`config.mk`:
```
export PLATFORM = sky130hd
export DESIGN_NAME = bsg_manycore_req_mux
export DESIGN_NICKNAME = d
export VERILOG_FILES = /design/src/rtl/bsg_manycore_req_mux_pkg.sv /design/src/rtl/bsg_manycore_req_mux_ctr.sv /design/src/rtl/bsg_manycore_req_mux.sv
export SDC_FILE = /design/constraint.sdc
export NUM_CORES = 1
export LEC_CHECK = 0
export BUFFER_PORTS_ARGS = -buffer_cell sky130_fd_sc_hd__buf_2
export CAP_MARGIN = 40
export CELL_PAD_IN_SITES_DETAIL_PLACEMENT = 1
export CELL_PAD_IN_SITES_GLOBAL_PLACEMENT = 1
export CORE_MARGIN = 1.5
export CORE_UTILIZATION = 34
export CTS_CLUSTER_DIAMETER = 50
export DETAILED_ROUTE_END_ITERATION = 7
export PLACE_DENSITY_LB_ADDON = 0.2
export SYNTH_ARGS = -nofsm -noshare
export SYNTH_HDL_FRONTEND = slang
export SYNTH_SLANG_ARGS = --single-unit
```
`constraint.sdc`:
```
create_clock -name clk_i -period 4.25 [get_ports clk_i]
set_clock_uncertainty 0.05 [all_clocks]
set_input_delay 0.2125 -clock clk_i [delete_from_list [all_inputs] [get_ports clk_i]]
set_output_delay 0.2125 -clock clk_i [all_outputs]
set_load 0.01 [all_outputs]
```
`src/rtl/bsg_manycore_req_mux_pkg.sv`:
```
// Shared constants and helpers for the manycore request concentrator.
// Exports:
//   bsg_manycore_req_mux_max_ch_gp - upper bound on request channels per tile
//   safe_clog2()                   - clog2 that never returns 0 (min 1 bit)
//   width_of()                     - bits needed to hold the value n
//   req_mux_hdr_s                  - mux output header {ch_id} at maximum width
package bsg_manycore_req_mux_pkg;

  localparam int unsigned bsg_manycore_req_mux_max_ch_gp = 8;

  function automatic int unsigned safe_clog2(input int unsigned n);
    return (n <= 1) ? 1 : $clog2(n);
  endfunction

  function automatic int unsigned width_of(input int unsigned n);
    return (n == 0) ? 1 : $clog2(n + 1);
  endfunction

  localparam int unsigned req_mux_ch_id_max_width_gp = safe_clog2(bsg_manycore_req_mux_max_ch_gp);

  typedef struct packed {
    logic [req_mux_ch_id_max_width_gp-1:0] ch_id;
  } req_mux_hdr_s;

endpackage

```
`src/rtl/bsg_manycore_req_mux_ctr.sv`:
```
// Per-channel outstanding-request counter.
// Ports:
//   clk_i, reset_n_i - clock, async active-low reset
//   inc_i            - request granted on this channel
//   dec_i            - response addressed to this channel
//   full_o           - count has reached max_out_p
//   idle_o           - count is zero
//   underflow_o      - dec_i while count is zero (count is left unchanged)
module bsg_manycore_req_mux_ctr
  import bsg_manycore_req_mux_pkg::*;
#(
  parameter int unsigned max_out_p = 16
) (
  input  logic clk_i,
  input  logic reset_n_i,
  input  logic inc_i,
  input  logic dec_i,
  output logic full_o,
  output logic idle_o,
  output logic underflow_o
);

  localparam int unsigned cnt_width_lp = width_of(max_out_p);

  logic [cnt_width_lp-1:0] cnt_r;
  logic                    dec_ok;

  assign idle_o      = (cnt_r == '0);
  assign full_o      = (cnt_r == cnt_width_lp'(max_out_p));
  assign underflow_o = dec_i & idle_o;
  assign dec_ok      = dec_i & ~idle_o;

  // Simultaneous inc and valid dec cancel out.
  always_ff @(posedge clk_i or negedge reset_n_i) begin
    if (!reset_n_i) begin
      cnt_r <= '0;
    end else begin
      case ({inc_i, dec_ok})
        2'b10:   cnt_r <= cnt_r + 1'b1;
        2'b01:   cnt_r <= cnt_r - 1'b1;
        default: cnt_r <= cnt_r;
      endcase
    end
  end

endmodule

```
`src/rtl/bsg_manycore_req_mux.sv`:
```
// Merges num_ch_p request sources onto one TX port with per-channel
// outstanding limits, and routes responses back by channel id.
// Ports:
//   clk_i, reset_n_i          - clock, async active-low reset
//   req_v_i/req_data_i        - per-channel request valid and payload
//   req_yumi_o                - combinational one-hot accept
//   out_v_o/out_data_o        - registered merged request {ch_id, payload}
//   out_ready_i               - downstream accept
//   ret_v_i/ret_ch_i/ret_data_i - incoming response
//   ret_v_o/ret_data_o        - registered one-hot response pulse and data
//   ch_idle_o                 - per-channel "no outstanding requests"
//   err_o                     - sticky protocol error
module bsg_manycore_req_mux
  import bsg_manycore_req_mux_pkg::*;
#(
  parameter  int unsigned num_ch_p         = 2,
  parameter  int unsigned payload_width_p  = 64,
  parameter  int unsigned ret_data_width_p = 32,
  parameter  int unsigned max_out_p        = 16,
  parameter  int unsigned rr_mode_p        = 1,
  localparam int unsigned ch_id_width_lp   = safe_clog2(num_ch_p)
) (
  input  logic                                      clk_i,
  input  logic                                      reset_n_i,
  input  logic [num_ch_p-1:0]                       req_v_i,
  input  logic [num_ch_p*payload_width_p-1:0]       req_data_i,
  output logic [num_ch_p-1:0]                       req_yumi_o,
  output logic                                      out_v_o,
  output logic [ch_id_width_lp+payload_width_p-1:0] out_data_o,
  input  logic                                      out_ready_i,
  input  logic                                      ret_v_i,
  input  logic [ch_id_width_lp-1:0]                 ret_ch_i,
  input  logic [ret_data_width_p-1:0]               ret_data_i,
  output logic [num_ch_p-1:0]                       ret_v_o,
  output logic [ret_data_width_p-1:0]               ret_data_o,
  output logic [num_ch_p-1:0]                       ch_idle_o,
  output logic                                      err_o
);

  logic [payload_width_p-1:0] req_data [num_ch_p];
  logic [num_ch_p-1:0]        full, idle, underflow, elig, ret_hit, ret_ok;
  logic [ch_id_width_lp-1:0]  rr_ptr_r, gnt_id;
  logic                       gnt_v, grant_en, fire, ret_bad_ch;
  int unsigned                idx;

  // Per-channel counters and payload unpacking.
  for (genvar c = 0; c < num_ch_p; c++) begin : g_ch
    assign req_data[c] = req_data_i[c*payload_width_p +: payload_width_p];
    assign ret_hit[c]  = ret_v_i & (ret_ch_i == ch_id_width_lp'(c));

    bsg_manycore_req_mux_ctr #(.max_out_p(max_out_p)) u_ctr (
      .clk_i       (clk_i),
      .reset_n_i   (reset_n_i),
      .inc_i       (req_yumi_o[c]),
      .dec_i       (ret_hit[c]),
      .full_o      (full[c]),
      .idle_o      (idle[c]),
      .underflow_o (underflow[c])
    );
  end

  assign elig       = req_v_i & ~full;
  assign grant_en   = ~out_v_o | out_ready_i;
  assign fire       = grant_en & gnt_v;
  assign req_yumi_o = fire ? (num_ch_p'(1) << gnt_id) : '0;
  assign ret_ok     = ret_hit & ~idle;
  assign ret_bad_ch = ret_v_i & ~(|ret_hit);
  assign ch_idle_o  = idle;

  // Winner search: rotating start at rr_ptr_r, or fixed start at channel 0.
  always_comb begin
    gnt_v  = 1'b0;
    gnt_id = '0;
    idx    = 0;
    for (int unsigned i = 0; i < num_ch_p; i++) begin
      idx = (rr_mode_p != 0) ? 32'(rr_ptr_r) + i : i;
      if (idx >= num_ch_p) idx = idx - num_ch_p;
      if (!gnt_v && elig[ch_id_width_lp'(idx)]) begin
        gnt_v  = 1'b1;
        gnt_id = ch_id_width_lp'(idx);
      end
    end
  end

  // Output slot, rotation pointer, response path and sticky error.
  always_ff @(posedge clk_i or negedge reset_n_i) begin
    if (!reset_n_i) begin
      out_v_o    <= 1'b0;
      out_data_o <= '0;
      rr_ptr_r   <= '0;
      ret_v_o    <= '0;
      ret_data_o <= '0;
      err_o      <= 1'b0;
    end else begin
      if (fire) begin
        out_v_o    <= 1'b1;
        out_data_o <= {gnt_id, req_data[gnt_id]};
      end else if (out_ready_i) begin
        out_v_o    <= 1'b0;
      end
      if (fire && (rr_mode_p != 0)) begin
        rr_ptr_r <= (gnt_id == ch_id_width_lp'(num_ch_p - 1)) ? '0 : gnt_id + 1'b1;
      end
      ret_v_o <= ret_ok;
      if (|ret_ok) ret_data_o <= ret_data_i;
      err_o <= err_o | ret_bad_ch | (|underflow);
    end
  end

endmodule

```
==> run summary, run 1 <==
===========================================================================================
Worst slew pin tran                                                                806.4 ps
Worst skew pair latency                                                              350 ps
Area of all sequential standard cells                                          0.002803 sq mm
CTS tree                                                                               done
Clock slew at reported path FFs                                                       80 ps
Number of iterations in the first detailed-routing pass                                   6
Effective utilization at floorplan                                                   0.3501
Weighted congestion reported at the end of routability-driven placement              0.7935
Number of warnings reported in the yosys synthesis log                                    0
RSZ-0062 raised after global routing                                                  false
Dominant cell by count in the synthesized netlist                                   dfrtp_1
Clock Root Buffer                                                                 clkbuf_16
Worst setup SP type                                                                    flop
Cell type contributing the most total cell area after synthesis                     dfrtp_1
Final HPWL DP                                                                      11540 um
Register-to-register setup slack                                                     940 ps
Filler Cell Count                                                                      1608
Layout cell share with drive strength beyond 1                                       0.5122
Sequential fraction of the synthesis area                                            0.5467
Global-route wire length before repair                                             25070 um
Final global-route overflow total                                                         0
Combined area of the multi-input logic cells                                   0.002097 sq mm
Distinct cell type count after synthesis                                                 37
Arrival time worst endpoint                                                         3490 ps
H-tree Lvls                                                                               3
R2r worst-path depth                                                                     10
Die Width                                                                          125.8 um
Post-synthesis instance area                                                   0.005126 sq mm
Initial antenna violation count                                                           1
Leakage power                                                                   0.003399 uW
Summed negative setup slack over all endpoints                                         0 ps
Number of global-route vias before repair                                              4619
Maximum number of pins on one net before global-route repair                             67
Post-route core utilization                                                          0.4736
Count of standard-cell rows                                                              44
TritonCTS buffer count                                                                    9
Endpoint required time on the critical path                                         4440 ps
Worst flop-to-flop path startpoint                                             g_ch[0].u_ctr.cnt_r[0]
Top area cells in the synthesized netlist                                      dfrtp_1, a221o_1, nor3b_1, mux2_2, buf_4
Routed WL                                                                          16140 um
Via count of the routed design                                                         4371
Synth Net Count                                                                         573
First element of the critical path                                             g_ch[0].u_ctr.cnt_r[0]
Area delta synth->final                                                              35.29%
Prevailing post-synth register cell                                                 dfrtp_1
Most used standard cells in the synthesized netlist                            dfrtp_1, nor3b_1, a221o_1
Worst setup path endpoint                                                      g_ch[0].u_ctr.cnt_r[4]
Number of synthesized register bits                                                     112
Crit share post-route                                                                0.7780
Average routed wire per standard cell                                              19.22 um
Die height                                                                         125.8 um
I/O pin count                                                                           272
Final Non-Filler Cells                                                                  840
Share of Yosys cell area claimed by the top area cell type                           0.5467
Final critical-path required period                                                 3306 ps
Floorplan core area                                                            0.01464 sq mm
Crit path kind                                                                      reg2reg
Tot GR Track Use                                                                     0.2023
Final Power                                                                         4058 uW
Destination of the worst register-to-register timing path                      g_ch[0].u_ctr.cnt_r[4]
Number of max-cap violations                                                              0
WHS                                                                                30.53 ps
Slew Viols, Final                                                                         0
Slew Limit Headroom                                                                  0.4624
Async set-reset flop share out of synthesis                                           1.000
Max FO, Critical Path                                                                     8
Highest clock rate                                                               0.3024 GHz
Endpoint class of the critical path                                                    flop
Maximum buffer depth of the clock tree                                                    2
Number of gates resized after CTS                                                         0
Area of the die                                                                0.01582 sq mm
Areal power density over the cells                                             585.1 mW/mm^2
Maximum vdd ir drop                                                                248.5 uV
Port Buffers                                                                            271
Final setup violation count                                                               0
# DRC                                                                                    34
Total clock sinks                                                                       112
Violations in the final reports                                                design-rule violations
Mean area per synthesized cell                                                  12.94 sq um
Fin nets                                                                                826
Synthesized instance count                                                              396
Number of cells in the design after placement                                           821
Number of nets still failing antenna checks after routing                                 0
Number of design-rule violations left by the first detailed-router iteration            161
Outcome                                                                        finished with violations
Post-synth EDFFs                                                                          0
Via density per instance                                                              5.204
Path category of the worst min-delay check                                           in2reg
Hold violation total from the final report                                                0
===========================================================================================
-- layout by cell type, fill, tap and decap left out, types with 3 or more instances in the layout --
| cell type | instances |
|---|---|
| dfrtp_1 | 112 |
| inv_1 | 10 |
| nor3b_1 | 67 |
| a21oi_1 | 4 |
| ha_1 | 8 |
| nand3_1 | 3 |
| xnor2_1 | 4 |
| nor3_1 | 3 |
| mux2_2 | 34 |
| o21ai_0 | 7 |
| a21o_1 | 6 |
| nand2_1 | 7 |
| a221o_1 | 64 |
| buf_4 | 7 |
| nor2_1 | 4 |
| clkbuf_16 | 9 |
| buf_2 | 270 |
-- how the worst min path moves through the flow --
stage	startpoint	end	slack (ps)	cells past startpoint
finish	req_data_i[68]	out_data_o[4]	30	2
global route	req_data_i[99]	out_data_o[35]	20	2
CTS	req_data_i[105]	out_data_o[41]	20	2
detailed placement	reset_n_i	g_ch[0].u_ctr.cnt_r[4]	330	2
global placement	reset_n_i	g_ch[0].u_ctr.cnt_r[4]	310	2
floorplan	reset_n_i	err_o	-130	0
-- cell type report --
| type | count | share of cell area |
|---|---|---|
| clock buffers | 10 | 0.03446 |
| well taps | 184 | 0.03320 |
| inverters | 10 | 0.005412 |
| flip-flops and latches | 112 | 0.4041 |
| diodes | 2 | 0.0007216 |
| multi-input cells | 237 | 0.3024 |
| repair buffers | 279 | 0.2067 |
| clock inverters | 6 | 0.01299 |
-- flip-flops by register name (all words and copies together) (netlist names) --
name	count
ret_v_o	2
out_v_o	1
g_ch.u_ctr.cnt_r	10
ret_data_o	32
err_o	1
rr_ptr_r	1
out_data_o	65
-- kinds of logic after synthesis --
kind of cell / Yosys count / synth area share
AO/OA/AOI/OAI: 91 / 0.1611
XOR/XNOR: 6 / 0.01025
adder cells (fa/ha/maj): 10 / 0.02734
buffers and inverters: 47 / 0.04955
flip-flops: 112 / 0.5467
multiplexers: 35 / 0.07664
AND/OR/NAND/NOR: 95 / 0.1284
-- timing repair --
action | 4_1_cts | 5_1_grt
hold buffers | 1 | 0
endpoints found under the hold margin | 50 | 0
buffers inserted | 0 | 0
-- metrics by stage --
stage / area, sq um / setup WS, ps
after floorplan: 5126 / 1120
after global placement: 6591 / 1097
after detailed placement: 6591 / 953.8
after CTS: 6930 / 934.8
after global routing: 6933 / 706.2
final: 6935 / 943.6
-- layer usage --
metal	wire length (um)	up-vias	GRT usage	part of all wire
met5	0	-	0	0
met1	6634	2179	0.2486	0.41
met2	8210	144	0.3465	0.51
li1	-	2017	-	-
met4	463	0	0.08993	0.029
met3	833	31	0.03951	0.052
-- where the power goes --
group | switching, uW | internal, uW
Sequential | 227 | 1410
Clock | 400 | 535
Combinational | 786 | 694
-- worst max-delay path, cell delays in order, from the launching register on --
cell      delay [ps]
dfrtp_1          430
or4_4            580
o211ai_4         180
or2_2            150
ha_1             320
inv_1            130
fa_1             430
nor2b_1          130
o21a_1           170
mux2_2           340
o311ai_0         300
(Power assumes the default switching activity.)
==> run 2: changes to the inputs <==
Settings changed: CORE_UTILIZATION 34 to 31.
Clock period 4.25 ns to 2.7 ns, I/O delays scaled along.
==> run summary, run 2 (synthesis results as in run 1) <==
===========================================================================================
Length of routed met2 wiring                                                        9781 um   +19%
Area of all sequential standard cells                                          0.002804 sq mm   about the same
Worst setup SP type                                                                    flop
Slew Viols, Final                                                                         0   unchanged
Port Buffers                                                                            271   unchanged
Via count of the routed design                                                         5011   +15%
Clock power frac                                                                      0.207   -0.023
Arrival time worst endpoint                                                         3020 ps   -470 ps
Fin nets                                                                                939   +14%
# DRC                                                                                     0   -100%
Area delta synth->final                                                              58.95%
First element of the critical path                                             g_ch[0].u_ctr.cnt_r[3]
Reported net switching power                                                        2370 uW   +68%
Routed WL                                                                          19010 um   +18%
Weighted congestion reported at the end of routability-driven placement              0.8188   +3.2%
Crit path kind                                                                      reg2reg
Register-to-register setup slack                                                    -120 ps   -1070 ps
Path category of the worst min-delay check                                           in2reg
Number of nets still failing antenna checks after routing                                 0   unchanged
Worst slew pin tran                                                                779.6 ps   -26.79 ps
Area of the die                                                                0.01732 sq mm   +9.4%
Crit path setup slack, layout                                                     -123.5 ps   -1067 ps
Filler Cell Count                                                                      1778   +11%
Slew Limit Headroom                                                                  0.4803   +0.01786
Maximum number of pins on one net before global-route repair                             67   unchanged
Number of iterations in the first detailed-routing pass                                   7   +1
I/O pin count                                                                           272   unchanged
Largest registers                                                              out_data_o (65), ret_data_o (32), g_ch.u_ctr.cnt_r (10)
Clock slew at reported path FFs                                                       70 ps   about the same
CP Buf/Inv Count                                                                          1   unchanged
Maximum vdd ir drop                                                                423.3 uV   +70%
Global-route wire length before repair                                             30490 um   +22%
Number of global-route vias before repair                                              5592   +21%
Cell Chain, Critical Path                                                      or4_4, o211ai_4, or2_4, ha_4, inv_2, fa_2, nor2b_2, o21a_1, mux2_4, o311ai_2
Instance count along the most critical hold path                                          2   unchanged
Total length of routed met3 wires                                                    874 um   +4.9%
Clock Root Buffer                                                                 clkbuf_16
Violations in the final reports                                                negative setup slack
Number of cells in the design after placement                                           866   +5.5%
Part of the power in combinational logic                                              0.409   +0.044
Slowest cell on the critical path                                                     or4_4
Areal power density over the cells                                             823.3 mW/mm^2   +41%
TritonCTS buffer count                                                                    9   unchanged
Hold violation total from the final report                                                0   unchanged
Average routed wire per standard cell                                              19.30 um   +0.42%
Crit share post-route                                                                 1.046   +0.2678
Most frequent standard cell in the layout excluding fill and tap cells                buf_2
R2r worst-path depth                                                                     10   unchanged
Tot GR Track Use                                                                     0.2211   +0.01877
Final critical-path required period                                                 2824 ps   -482.9 ps
Top layer reached by signal wires                                                      met4
RSZ-0062 raised after global routing                                                   true
Number of design-rule violations left by the first detailed-router iteration            189   +17%
Setup slack after placement                                                       -173.0 ps   -1127 ps
Destination of the worst register-to-register timing path                      g_ch[0].u_ctr.cnt_r[4]
Endpoint required time on the critical path                                         2900 ps   -1540 ps
Launch point of the worst hold path                                                ret_ch_i
Leakage power                                                                   0.003900 uW   +15%
Combined area of the multi-input logic cells                                   0.002160 sq mm   +3.0%
Final Power                                                                         6708 uW   +65%
Layout cell share with drive strength beyond 1                                       0.4746   -0.03766
Proportion of total power due to net switching                                       0.3533   +0.005010
Final Non-Filler Cells                                                                  985   +17%
Wire length on met1                                                                 7598 um   +15%
Most used cells in the layout excluding fill and tap cells                     buf_2, dfrtp_1, dlygate4sd3_1
Via density per instance                                                              5.087   -2.2%
Summed negative setup slack over all endpoints                                    -123.5 ps   -123.5 ps
Outcome                                                                        finished with violations
Final HPWL DP                                                                      12520 um   +8.5%
H-tree Lvls                                                                               3   unchanged
Floorplan core area                                                            0.01600 sq mm   +9.3%
Number of flip-flops under the largest register name                                     65   unchanged
Maximum buffer depth of the clock tree                                                    2   unchanged
Endpoint class of the critical path                                                    flop
Final global-route overflow total                                                         0   unchanged
Final setup violation count                                                               1   +1
Post-route core utilization                                                          0.5092   +0.03563
Initial antenna violation count                                                           2   +1
Part of the power in registers                                                        0.384   -0.021
Worst flop-to-flop path startpoint                                             g_ch[0].u_ctr.cnt_r[3]
CTS tree                                                                               done
Largest stage delay on the critical path                                             590 ps   about the same
Highest clock rate                                                               0.3542 GHz   +17%
Worst skew pair latency                                                              340 ps   about the same
Total clock sinks                                                                       112   unchanged
Hold worst-path end                                                              ret_v_o[0]
Largest reg by FF count                                                          out_data_o
Die height                                                                         131.6 um   +4.6%
Power Internal                                                                      4338 uW   +64%
Dominant delay contributor by cell family on the critical path                 simple AND/OR/NAND/NOR gates
Die Width                                                                          131.6 um   +4.6%
Max FO, Critical Path                                                                     4   -4
Number of max-cap violations                                                              0   unchanged
Count of standard-cell rows                                                              46   +4.5%
Effective utilization at floorplan                                                   0.3204   -0.02967
===========================================================================================
==> run 2: worst max-delay path by stage <==
stage | endpoint | slack [ps] | cells past startpoint
finish | g_ch[0].u_ctr.cnt_r[4] | -120 | 10
detailed placement | g_ch[0].u_ctr.cnt_r[4] | -170 | 10
CTS | g_ch[0].u_ctr.cnt_r[4] | -120 | 10
global placement | g_ch[0].u_ctr.cnt_r[4] | -70 | 10
global route | g_ch[0].u_ctr.cnt_r[4] | -260 | 10
floorplan | g_ch[0].u_ctr.cnt_r[4] | -190 | 11
==> run 2: final cells by class <==
| class | instances | share of cell area |
|---|---|---|
| clock inverter | 6 | 0.008139 |
| timing repair buffer | 392 | 0.3150 |
| multi-input combinational | 237 | 0.2650 |
| antenna | 2 | 0.0006143 |
| tap | 216 | 0.03317 |
| inverter | 10 | 0.004607 |
| sequential | 112 | 0.3441 |
| clock buffer | 10 | 0.02933 |
==> run 2: what timing repair did <==
| item | 4_1_cts | 5_1_grt |
|---|---|---|
| setup endpoints to repair | 41 | 69 |
| pin swaps | 5 | 3 |
| gates resized for setup | 4 | 7 |
| buffers inserted | 0 | 3 |
| endpoints found under the hold margin | 154 | 0 |
| hold buffers | 98 | 0 |
| gates cloned | 0 | 0 |
==> run 2: per-stage QoR <==
step | instance area (sq um) | hold WS (ps)
after floorplan | 5162 | -210.6
after global placement | 6797 | 209.8
after detailed placement | 6797 | 221.9
after CTS | 8098 | 7.342
after global routing | 8148 | 28.28
final | 8148 | 18.87
==> run 2: metal layers <==
metal | GRT usage | vias to the layer above
met1 | 0.2585 | 2514
met3 | 0.04167 | 55
li1 | - | 2245
met5 | 0 | -
met2 | 0.3909 | 197
met4 | 0.1019 | 0
==> run 2: power groups by stage <==
| stage | combinational, uW | sequential, uW | clock [uW] |
|---|---|---|---|
| after floorplan | 1210 | 2790 | 0 |
| after CTS | 2710 | 2560 | 1430 |
| after global routing | 2980 | 2640 | 1500 |
| final | 2740 | 2580 | 1390 |
| after detailed placement | 2570 | 2580 | 0 |
| after global placement | 2490 | 2550 | 0 |
